==> src/rtl/sp_sram_pkg.sv <==
// Shared constants and word types for the single-port SRAM model.
// Optional feature macro: SPSRAM_ASYNC_RD_EN (combinational read path).
package sp_sram_pkg;

    localparam int BW_DATA_DEFAULT = 32;
    localparam int BW_ADDR_DEFAULT = 4;
    localparam int DEPTH           = 1 << BW_ADDR_DEFAULT;

    typedef logic [BW_DATA_DEFAULT-1:0] data_t;
    typedef logic [BW_ADDR_DEFAULT-1:0] addr_t;

endpackage : sp_sram_pkg

==> src/rtl/sp_sram_rdport.sv <==
// Read port of the single-port SRAM: forces the read data to zero on
// non-read cycles and optionally registers it.
// Macro SPSRAM_ASYNC_RD_EN selects the combinational read path; the
// default build registers the read data with one cycle of latency.
module sp_sram_rdport
    import sp_sram_pkg::*;
#(
    parameter int BW_DATA = BW_DATA_DEFAULT
) (
    input  logic               i_clk,
    input  logic               i_rstn,
    input  logic               i_rd,
    input  logic [BW_DATA-1:0] i_word,
    output logic [BW_DATA-1:0] o_data
);

    logic [BW_DATA-1:0] rdData_d;

    // Word selected for output this cycle: array data on a read, zero otherwise
    always_comb begin
        rdData_d = '0;
        if (i_rd) begin
            rdData_d = i_word;
        end
    end

`ifdef SPSRAM_ASYNC_RD_EN
    // The clock is only needed by the registered read path
    logic unusedClk;
    assign unusedClk = i_clk;

    // Combinational read, held at zero while reset is asserted
    always_comb begin
        o_data = '0;
        if (i_rstn) begin
            o_data = rdData_d;
        end
    end
`else
    logic [BW_DATA-1:0] rdData_q;

    // Registered read data, cleared immediately by reset
    always_ff @(posedge i_clk or negedge i_rstn) begin
        if (!i_rstn) begin
            rdData_q <= '0;
        end else begin
            rdData_q <= rdData_d;
        end
    end

    assign o_data = rdData_q;
`endif

endmodule : sp_sram_rdport

==> src/rtl/sp_sram.sv <==
// Single-port synchronous-write SRAM: one address bus shared by reads and
// writes. Holds the storage array and write logic; the read path lives in
// sp_sram_rdport. Macro SPSRAM_ASYNC_RD_EN selects a combinational read.
module sp_sram
    import sp_sram_pkg::*;
#(
    parameter int BW_DATA = BW_DATA_DEFAULT,
    parameter int BW_ADDR = BW_ADDR_DEFAULT
) (
    input  logic               i_clk,
    input  logic               i_rstn,
    output logic [BW_DATA-1:0] o_data,
    input  logic [BW_DATA-1:0] i_data,
    input  logic [BW_ADDR-1:0] i_addr,
    input  logic               i_wen,
    input  logic               i_cen,
    input  logic               i_oen
);

    localparam int MemDepth = 1 << BW_ADDR;

    logic [BW_DATA-1:0] mem [MemDepth];
    logic               rdEn;
    logic               wrEn;
    logic [BW_DATA-1:0] memWord;

    // A read needs the chip enabled, no write and the output enabled;
    // a write ignores the output enable and is blocked during reset
    always_comb begin
        rdEn    = i_cen & ~i_wen & i_oen;
        wrEn    = i_cen & i_wen & i_rstn;
        memWord = mem[i_addr];
    end

    // Storage array; contents are intentionally not reset
    always_ff @(posedge i_clk) begin
        if (wrEn) begin
            mem[i_addr] <= i_data;
        end
    end

    sp_sram_rdport #(
        .BW_DATA (BW_DATA)
    ) u_rdport (
        .i_clk  (i_clk),
        .i_rstn (i_rstn),
        .i_rd   (rdEn),
        .i_word (memWord),
        .o_data (o_data)
    );

endmodule : sp_sram

==> config.mk <==
export PLATFORM = sky130hd
export DESIGN_NAME = sp_sram
export DESIGN_NICKNAME = d
export VERILOG_FILES = /design/src/rtl/sp_sram_pkg.sv /design/src/rtl/sp_sram_rdport.sv /design/src/rtl/sp_sram.sv
export SDC_FILE = /design/constraint.sdc
export NUM_CORES = 1
export LEC_CHECK = 0
export ABC_AREA = 0
export BUFFER_PORTS_ARGS = -buffer_cell sky130_fd_sc_hd__buf_2
export CAP_MARGIN = 20
export CORE_MARGIN = 2
export CORE_UTILIZATION = 65
export CTS_CLUSTER_SIZE = 12
export DETAILED_ROUTE_END_ITERATION = 6
export PLACE_DENSITY_LB_ADDON = 0.08
export SYNTH_ARGS = -nofsm -noshare
export SYNTH_HDL_FRONTEND = slang
export SYNTH_SLANG_ARGS = --single-unit
==> constraint.sdc <==
create_clock -name i_clk -period 3.2 [get_ports i_clk]
set_input_delay 0.32 -clock i_clk [delete_from_list [all_inputs] [get_ports i_clk]]
set_output_delay 0.32 -clock i_clk [all_outputs]
set_load 0.05 [all_outputs]
# == Yosys cells after proc, flatten, opt, wreduce, memory -nomap -nowiden ==
# Memories as Yosys holds them, arrays and structs flattened.
# Index checks and enable logic that the tools add are counted.
# word_totals
romBits,0
n_memories,1
regBits,32
word_cells,10
ram_bits,512
latch_bits,0
inputBits,41
# mem_list
name,depth,word_bits,read_ports,rd_clocked_by_memory_dff,write_ports,line_no,rtl
mem,16,32,1,0,1,sp_sram.sv:22,logic [BW_DATA-1:0] mem [MemDepth];
# op_classes
multipliers,0
div,0
n_reduce_logical,0
eq_ne,0
addsub,0
bitwise,5
n_lt_le_gt_ge,0
muxes,3
n_shift,0
# ops
op,n
$mux W32,1
$and A1 B1 Y1,4
$mux W1,2
$not A1 Y1,1

# == Depth between registers and ports, before layout ==
# Gate-level depths: netlist (run 1).
# depth
depth_word,4
mapped_depth,6
mapped_depth_nobuf,3

# == Cells and area by module ==
# From an unflattened synthesis (run 1), not the netlist that was laid out.
# hier_totals
cells_unflattened,880
hier_area_um2,20315.7
# by_module_without_submodules
mod,cells_each,instances,area_each_um2,seq_area_each_um2
sp_sram,813,1,19259.7,15374.7
sp_sram_rdport,67,1,1056.0,800.8

# == Worst setup path before layout (run 1) ==
# OpenSTA, ideal clock, no wires.
# synth_path
path_type,input to register
start,in i_addr[0]
end,mem mem[0][0] in the netlist's numbering (enable)
path_slack_ps,-614
stages,5
setup_ps,461
arrival_ps,3353
required_ps,2739
path_cell_list,buf_6 > buf_6 > buf_6 > or3b_1 > nor3_1
# synth_lines
element,line_no,rtl
from (decl),sp_sram.sv:14,"input logic [BW_ADDR-1:0] i_addr,"
to (decl),sp_sram.sv:22,
# No word-level cell before the write port.

# == Worst setup path in the final report (run 1) ==
# layout_path
start,in i_rstn
end,mem mem[4][6] in the netlist's numbering (enable)
# layout_between
elab_chain_cells,3
# layout_lines
element,line_no,rtl
from (decl),sp_sram.sv:11,"input logic i_rstn,"
$and A1 B1 Y1,sp_sram.sv:31,wrEn = i_cen & i_wen & i_rstn;
$mux W1,sp_sram.sv:37,if (wrEn) begin
$mux W1 (implied by the code),sp_sram.sv:38,mem[i_addr] <= i_data;
# No other way between the ends.

==> results.py, run 1 <==
metrics = {
    "run_status": {
        "status": "finished clean",
    },
    "worst_setup_path": {
        "crit_path_max_incr_delay_ns": 0.57,
        "critPathLaunchType": "input port",
        "cp_slowest_cell": "or3b_1",
        "r2r_start": "mem[3][4]",
        "rr_endpoint": "u_rdport.o_data[4]",
        "reg2reg_slack_ns": 1.93,
        "arrival_ns": 2.46,
        "required_ns": 3.38,
        "crit_fanout": 32,
        "cp_cell_sequence": "dlygate4sd3_1, buf_2, and3_1, or3b_1, nor2_4, buf_4",
        "cp-end-kind": "flip-flop",
        "r2r_cells": 3,
        "crit_type": "input port to flip-flop",
    },
    "placed_design": {
        "io_buffers": 72,
        "gp_congestion": 0.748,
        "pre_cts_slack_ns": 0.917,
        "dpl.hpwl_um": 22300,
    },
    "clocking": {
        "postCtsSetupBuffers": 0,
        "tritoncts": "built",
        "cts_root_buf": "clkbuf_16",
        "h-tree-depth": 2,
        "clock_latency_ns": 0.56,
        "cts_buffer_depth": 3,
        "clk_transition_reported_paths_ns": 0.06,
        "cts.sinks": 544,
        "cts_made_buffers": 53,
    },
    "sta": {
        "fin_crit_sh": 0.712,
        "finalCriticalPeriod_ns": 2.28,
        "setup-violations-final": 0,
        "maxSlewHeadroom": 0.370,
        "worst_pin_slew_ns": 0.943,
        "rsz0062_at_grt": "no",
        "finalWorstSetupSlack_ns": 0.921,
        "hold_viol": 0,
        "tns_ns": 0,
        "timing.hold.ws_ns": 0.137,
        "finalMaxSlewViolations": 0,
        "skew_ns": 0.0169,
        "fmax_ghz": 0.439,
    },
    "logic_synthesis": {
        "synth_warnings": 0,
        "netlist_top_cells_area": "edfxtp_1 75%, mux4_2 14%, dfrtp_1 3.9%",
        "synth_cell_types": 19,
        "synthesis.nets": 963,
        "netlist_instances": 922,
        "syn_area_per_cell_um2": 22.1,
        "synth-seq-cells": 544,
        "syn_area_mm2": 0.0204,
        "seq_area_frac_synth": 0.794,
        "synth_area_leader_cell": "edfxtp_1",
        "netlist.area_leader.share": 0.755,
    },
    "floorplan": {
        "initial_core_util": 0.663,
        "die_w_um": 181,
        "core_mm2": 0.0307,
        "num_rows": 64,
        "dieHeight_um": 181,
        "design.die.area_mm2": 0.0328,
        "ios": 73,
    },
    "route": {
        "vias_per_cell": 6.71,
        "drt-initial-drc-count": 1201,
        "ant_nets": 0,
        "routedWlPerCell_um": 29.5,
        "wl_um": 42900,
        "firstDrtPassIters": 5,
        "vias": 9770,
        "remaining_drc_errors": 0,
    },
    "global_route": {
        "grt_pass1_wl_um": 64800,
        "antenna_found_initial": 1,
        "grt_pass1_vias": 10300,
        "globalRouteTotalUtil": 0.273,
        "grt_start_max_net_pins": 129,
        "grt_overflow": 0,
    },
    "worst_hold_path": {
        "min_path_cells": 1,
        "hp-start": "i_data[25]",
        "holdPathEnd": "mem[4][25]",
        "min_path_type": "input port to flip-flop",
    },
    "layout": {
        "layout.nets": 1064,
        "layout_commonest_cell": "edfxtp_1",
        "nFillCells": 1713,
        "syn_to_final_growth_pct": 13.0,
        "final_cell_mix": "512 x edfxtp_1, 129 x nand3_1, 128 x mux4_2, 70 x buf_2, 53 x clkbuf_16",
        "drive_above_1_share": 0.295,
    },
    "run": {
        "cap_viol_max_count": 0,
    },
    "power_and_ir_drop": {
        "ir_drop_mv": 0.687,
        "power_leakage_nw": 7.46,
        "pwr_density_cell_mw_per_mm2": 612,
    },
}
-- Yosys cell counts (all sizes together) --
cell type and instances:
or3b 1, edfxtp 512, nand2 1, nor2 13
and3 1, clkbuf 30, nand2b 2, mux4 128
nand4 32, dfrtp 32, nor2b 2, buf 31
and2 1, nand3 129, and3b 1, nand3b 2
nor3 4
-- stage by stage --
| step | cells | utilization | instance area (um^2) | power [mW] |
|---|---|---|---|---|
| floorplan | 922 | - | 20400 | 8.38 |
| detailed placement | 1363 | 0.698 | 21500 | 8.63 |
| global route | 1456 | 0.748 | 23000 | 14.5 |
| global placement | 1363 | 0.698 | 21500 | 8.60 |
| finish | 1457 | 0.749 | 23000 | 14.1 |
| CTS | 1456 | 0.748 | 23000 | 14.2 |
-- metal layers --
metal,global-route usage,routed length [um],vias to the layer above
met1,0.382,15800,5114
met4,0.0793,1070,0
met2,0.456,22200,491
met5,0,0,-
li1,-,-,4079
met3,0.0482,3810,86
-- what timing repair did --
action	CTS	global route
hold buffers	1	0
resized for setup	0	0
endpoints found under the hold margin	32	0
-- where the power goes --
| group | switching (mW) | internal (mW) |
|---|---|---|
| Combinational | 0.401 | 0.215 |
| Sequential | 0.0155 | 7.84 |
| Clock | 2.36 | 3.26 |
-- critical path: cells and delay by family --
family        cells  cell delay, ns
buf+inv           3            1.15
simple gates      3            0.99
-- worst max-delay path by stage --
stage,end,startpoint,slack [ns],cells past startpoint
after CTS,mem[4][6],i_rstn,0.91,6
after global placement,mem[4][9],i_rstn,0.95,5
after floorplan,mem[12][0],i_addr[0],0.26,5
after global routing,mem[1][5],i_rstn,0.84,6
final,mem[4][6],i_rstn,0.92,6
after detailed placement,mem[1][16],i_rstn,0.92,5
-- cell families (layout without fill, tap and decap cells) --
logic type | after synthesis | count (layout) | share of synthesized area
buf+inv | 61 | 199 | 0.0160
flops | 544 | 544 | 0.794
mux | 128 | 128 | 0.142
other cells | 0 | 1 | 0
simple gates | 189 | 189 | 0.0485
-- sequential cells by signal, summed over array words and instances (netlist names) --
register,count
u_rdport.o_data,32
mem,512
-- cell type report --
class	instances	area, um^2	share of cell area
well taps	396	495	0.0215
flip-flops and latches	544	16200	0.703
clock buffers	89	1510	0.0657
multi-input cells	317	4030	0.175
clock inverters	3	37.5	0.00163
repair buffers	107	762	0.0331
diodes	1	2.50	0.000109
Note: power is estimated with default switching activity, not from simulation.
==> run 2, diff against run 1 <==
Settings changed: ABC_AREA 0 to 1, CORE_UTILIZATION 65 to 62.
Clock period 3.2 ns to 2.17 ns, I/O delays scaled along.
==> results.py, run 2 <==
metrics = {
    "run_status": {
        "status": "finished clean",
    },
    "global_route": {
        "antenna_found_initial": 0,
        "grt_pass1_wl_um": 79500,
        "grt_start_max_net_pins": 99,
        "globalRouteTotalUtil": 0.274,
        "grt_overflow": 0,
        "grt_pass1_vias": 14300,
    },
    "worst_setup_path": {
        "r2r_start": "mem[3][12]",
        "crit_start": "i_rstn",
        "rr_endpoint": "u_rdport.o_data[12]",
        "r2r_cells": 8,
        "cp-end-kind": "flip-flop",
        "crit_type": "input port to flip-flop",
        "critPathLaunchType": "input port",
        "crit_fanout": 17,
        "required_ns": 2.46,
        "endpoint": "mem[3][31]",
        "reg2reg_slack_ns": 0.99,
        "arrival_ns": 2.44,
    },
    "logic_synthesis": {
        "syn_area_per_cell_um2": 10.7,
        "synth_edf_count": 512,
        "synthesis.nets": 2129,
        "netlist_instances": 2088,
        "async_reset_ff_frac": 0.0588,
        "yosys.cell_count.top_type": "nand2_1",
        "syn_area_mm2": 0.0223,
        "synth_cell_types": 13,
        "synth-seq-cells": 544,
        "netlist.area_leader.share": 0.690,
        "synth_warnings": 0,
        "netlist_top_cells_area": "edfxtp_1 69%, nand2_1 23%, dfrtp_1 3.6%",
        "seq_area_frac_synth": 0.726,
        "synth_top_flop_cell": "edfxtp_1",
        "synthTopCellsByCount": "1347 x nand2_1, 512 x edfxtp_1, 83 x nor2_1",
        "synth_area_leader_cell": "edfxtp_1",
    },
    "route": {
        "routedWlPerCell_um": 18.8,
        "ant_nets": 0,
        "vias_per_cell": 5.37,
        "vias": 14400,
        "drt-initial-drc-count": 1266,
        "remaining_drc_errors": 0,
        "firstDrtPassIters": 5,
        "wl_um": 50500,
    },
    "clocking": {
        "clock_latency_ns": 0.59,
        "cts.sinks": 544,
        "postCtsSetupBuffers": 0,
        "cts_root_buf": "clkbuf_16",
        "tritoncts": "built",
        "cts_made_buffers": 54,
        "cts_buffer_depth": 3,
        "h-tree-depth": 2,
        "clk_transition_reported_paths_ns": 0.06,
    },
    "layout": {
        "fin_cells": 2679,
        "fin_util": 0.708,
        "largest_reg_flops": 512,
        "drive_above_1_share": 0.0974,
        "top_register": "mem",
        "layout_commonest_cell": "nand2_1",
        "syn_to_final_growth_pct": 12.8,
        "antenna_cells": 0,
        "final_cell_mix": "1347 x nand2_1, 512 x edfxtp_1, 70 x buf_2, 65 x nor2_1, 54 x clkbuf_16",
        "layout.nets": 2213,
    },
    "power_and_ir_drop": {
        "pwr_density_cell_mw_per_mm2": 861,
        "combPwrFrac": 0.059,
        "power_leakage_nw": 10.6,
        "p_switching_mw": 4.68,
        "seqPwrFrac": 0.536,
        "intPower_mw": 16.9,
        "swShare": 0.217,
        "ir_drop_mv": 0.694,
        "clockPowerShare": 0.406,
    },
    "sta": {
        "finalMaxSlewViolations": 0,
        "worst_pin_slew_ns": 0.583,
        "maxSlewHeadroom": 0.611,
        "fin_crit_sh": 0.991,
        "finalWorstSetupSlack_ns": 0.0188,
        "rsz0062_at_grt": "yes",
        "fmax_ghz": 0.465,
        "timing.hold.ws_ns": 0.0277,
        "hold_viol": 0,
        "skew_ns": 0.0145,
        "finalCriticalPeriod_ns": 2.15,
        "setup-violations-final": 0,
        "tns_ns": 0,
    },
    "placed_design": {
        "gp_congestion": 0.843,
        "dp_cells": 2571,
        "pre_cts_slack_ns": 0.00673,
        "dpl.hpwl_um": 28000,
        "io_buffers": 72,
    },
    "worst_hold_path": {
        "hp-start": "i_data[3]",
        "min_path_type": "input port to flip-flop",
    },
    "floorplan": {
        "num_rows": 69,
        "ios": 73,
        "dieHeight_um": 194,
        "design.die.area_mm2": 0.0374,
        "initial_core_util": 0.628,
        "core_mm2": 0.0355,
        "die_w_um": 194,
    },
    "run": {
        "cap_viol_max_count": 0,
    },
}
==> run 2: changes by cell type after synthesis, moves of 7 or more <==
cell	before	now
inv_1	0	7
buf_2	17	50
buf_6	10	25
nor2_1	13	83
nand4_1	32	0
nand3_1	129	5
nand2_1	1	1347
mux4_2	128	0
clkbuf_1	30	16
==> run 2: critical path: stages <==
cell,delay [ns]
dlygate4sd3_1,0.52
buf_2,0.22
nand2_1,0.09
nor2_1,0.38
nand3_1,0.43
nor2_4,0.35
buf_12,0.21
==> run 2: power groups by stage <==
stage          registers, mW  logic, mW  clock network, mW
5_1_grt                 11.6       1.41               9.30
3_5_place_dp            11.8       1.25                  0
3_3_place_gp            11.8       1.23                  0
4_1_cts                 11.6       1.27               8.89
6_report                11.6       1.27               8.78
2_1_floorplan           11.9      0.728                  0
==> run 2: worst min path at each step <==
stage	endpoint	slack [ns]	depth (start not counted)
3_3_place_gp	u_rdport.o_data[8]	0.52	2
5_1_grt	mem[13][3]	0.01	1
2_1_floorplan	u_rdport.o_data[0]	-0.08	0
6_report	mem[7][3]	0.03	1
3_5_place_dp	u_rdport.o_data[8]	0.52	2
4_1_cts	mem[13][1]	0.001	1
==> run 2: timing repair <==
action                                 CTS  global route
hold buffers                             6             0
endpoints found under the hold margin   89             0
setup endpoints to repair                0           177
gates resized for setup                  0             1
==> run 2: cells by family after synthesis <==
logic type	synth area share
and+or+nand+nor	0.242
buffers and inverters	0.0314
DFF	0.726
==> run 2: final cells by class <==
class / count / area, um^2
clock buffer: 97 / 1630
clock inverter: 5 / 43.8
fill: 2526 / 10400
inverter: 8 / 40.0
multi-input combinational: 1435 / 5540
sequential: 544 / 16200
tap: 461 / 577
timing repair buffer: 129 / 1100
==> run 2: metal layers <==
metal | wire [um] | vias up | global-route usage | part of all wire
met5 | 0 | - | 0 | 0
met4 | 1070 | 0 | 0.0862 | 0.021
met3 | 3120 | 75 | 0.0382 | 0.062
met2 | 24300 | 486 | 0.449 | 0.48
met1 | 22000 | 6920 | 0.387 | 0.44
li1 | - | 6914 | - | -
==> run 2: stage by stage <==
stage | total power, mW | cell area, um^2
after floorplan | 12.6 | 22300
after global placement | 13.0 | 23400
after detailed placement | 13.0 | 23400
after CTS | 21.7 | 25100
after global routing | 22.3 | 25100
final | 21.6 | 25100
==> run 3, diff against run 2 <==
Settings changed: CORE_MARGIN 2 to not set, PLACE_DENSITY set to 0.88, PLACE_DENSITY_LB_ADDON 0.08 to not set.
==> results.py, run 3 (synthesis gave the netlist of run 2 again) <==
metrics = {
    "worst_setup_path": {
        "critPathLaunchType": "input port",
        "crit_type": "input port to flip-flop",
        "crit_path_max_incr_delay_ns": 0.45,
        "arrival_ns": 1.94,
        "cp-end-kind": "flip-flop",
        "required_ns": 2.40,
        "rr_endpoint": "u_rdport.o_data[16]",
        "cp_num_buf_inv": 2,
        "reg2reg_slack_ns": 0.88,
        "cp_slowest_cell": "nand3_1",
        "crit_fanout": 22,
        "r2r_cells": 8,
        "crit_family": "simple AND/OR/NAND/NOR gates",
        "cp_cell_sequence": "buf_2, nand2_1, nor2_1, nand3_1, nor2_4, buf_4",
        "r2r_start": "mem[7][16]",
    },
    "sta": {
        "hold_viol": 0,
        "skew_ns": 0.0147,
        "worst_pin_slew_ns": 0.681,
        "maxSlewHeadroom": 0.546,
        "finalMaxSlewViolations": 0,
        "finalWorstSetupSlack_ns": 0.454,
        "finalCriticalPeriod_ns": 1.72,
        "tns_ns": 0,
        "timing.hold.ws_ns": 0.0532,
        "fmax_ghz": 0.583,
        "fin_crit_sh": 0.791,
        "setup-violations-final": 0,
        "rsz0062_at_grt": "no",
    },
    "power_and_ir_drop": {
        "power_leakage_nw": 10.5,
        "swShare": 0.221,
        "combPwrFrac": 0.063,
        "p_switching_mw": 4.69,
        "pwr_density_cell_mw_per_mm2": 854,
        "seqPwrFrac": 0.546,
        "ir_drop_mv": 0.607,
        "intPower_mw": 16.5,
        "clockPowerShare": 0.391,
    },
    "placed_design": {
        "io_buffers": 72,
        "pre_cts_slack_ns": -0.0789,
        "place_area_mm2": 0.0233,
        "gp_congestion": 0.864,
        "dpl.hpwl_um": 32200,
    },
    "clocking": {
        "cts.sinks": 544,
        "cts_made_buffers": 52,
        "clock_latency_ns": 0.58,
        "h-tree-depth": 2,
        "postCtsSetupBuffers": 0,
        "cts_buffer_depth": 3,
        "clk_transition_reported_paths_ns": 0.06,
        "tritoncts": "built",
        "cts_resized": 0,
        "cts_root_buf": "clkbuf_16",
    },
    "floorplan": {
        "core_mm2": 0.0355,
        "dieHeight_um": 192,
        "ios": 73,
        "die_w_um": 192,
        "initial_core_util": 0.628,
        "num_rows": 69,
        "design.die.area_mm2": 0.0367,
    },
    "layout": {
        "layout.nets": 2209,
        "fin_area_mm2": 0.0248,
        "final_cell_mix": "1347 x nand2_1, 512 x edfxtp_1, 70 x buf_2, 65 x nor2_1, 53 x clkbuf_16",
        "drive_above_1_share": 0.0925,
        "syn_to_final_growth_pct": 11.5,
        "top_register": "mem",
        "layout_commonest_cell": "nand2_1",
        "largest_reg_flops": 512,
        "fin_util": 0.700,
    },
    "route": {
        "wl_um": 56400,
        "routedWlPerCell_um": 21.1,
        "firstDrtPassIters": 6,
        "vias_per_cell": 5.89,
        "remaining_drc_errors": 0,
        "vias": 15700,
        "drt-initial-drc-count": 2277,
        "ant_nets": 0,
    },
    "worst_hold_path": {
        "min_path_type": "input port to flip-flop",
        "holdPathEnd": "mem[4][30]",
        "min_path_cells": 1,
        "hp-start": "i_data[30]",
    },
    "global_route": {
        "grt_pass1_wl_um": 85900,
        "grt_start_max_net_pins": 127,
        "antenna_found_initial": 1,
        "grt_pass1_vias": 15700,
        "grt_overflow": 0,
        "globalRouteTotalUtil": 0.317,
    },
    "run": {
        "cap_viol_max_count": 0,
    },
    "run_status": {
        "status": "finished clean",
    },
}
## run 3: cell count changes in the layout (fill, tap and decap cells not counted), moves of 2 or more
cell           previous run  this run
clkbuf_8                 13         3
buf_4                    29        38
buf_12                   23        17
diode_2                   0         2
dlygate4sd3_1             6         1
clkinv_2                  2         0
clkbuf_1                 31        35
## run 3: power by group through the flow
stage	Combinational (mW)	Sequential [mW]	Clock [mW]
6_report	1.34	11.6	8.28
5_1_grt	1.44	11.6	8.64
4_1_cts	1.30	11.6	8.26
3_5_place_dp	1.27	11.8	0
3_3_place_gp	1.21	11.8	0
2_1_floorplan	0.728	11.9	0
## run 3: cell type report
cell class / instances / area, um^2
antenna: 2 / 5.00
inverter: 8 / 37.5
sequential: 544 / 16200
multi-input combinational: 1435 / 5530
fill: 2158 / 10700
tap: 461 / 577
clock buffer: 91 / 1500
clock inverter: 1 / 8.76
timing repair buffer: 127 / 997
## run 3: routing by layer
layer / GRT usage / vias to the layer above / routed length [um]
li1: - / 6900 / -
met1: 0.426 / 7372 / 20100
met2: 0.499 / 1246 / 26700
met3: 0.0687 / 207 / 7520
met4: 0.142 / 0 / 2120
met5: 0 / - / 0
## run 3: through the flow
stage	total power, mW	cells
after CTS	21.1	2667
final	21.2	2669
after floorplan	12.6	2088
after detailed placement	13.1	2574
after global routing	21.7	2667
after global placement	13.0	2574
## run 3: worst register-to-register path, stage by stage (launching register included)
cell and delay, ns:
edfxtp_1 0.37, nand2_1 0.10, nand2_1 0.09, nand2_1 0.07, nand2_1 0.06, nand2_1 0.13
nand2_1 0.10, nor2_1 0.15, nor2_1 0.07
## run 3: worst max-delay path by stage
| stage | start | end | slack [ns] | cells past startpoint |
|---|---|---|---|---|
| floorplan | i_addr[1] | mem[10][0] | -0.46 | 5 |
| global placement | i_rstn | mem[7][19] | 0.02 | 6 |
| CTS | i_rstn | mem[7][18] | 0.52 | 6 |
| detailed placement | i_rstn | mem[7][19] | -0.08 | 6 |
| finish | i_rstn | mem[7][17] | 0.45 | 6 |
| global route | i_rstn | mem[7][17] | 0.43 | 6 |
## run 3: what timing repair did
action,4_1_cts,5_1_grt
endpoints found under the setup margin,0,0
endpoints found under the hold margin,32,0
hold buffers,1,0
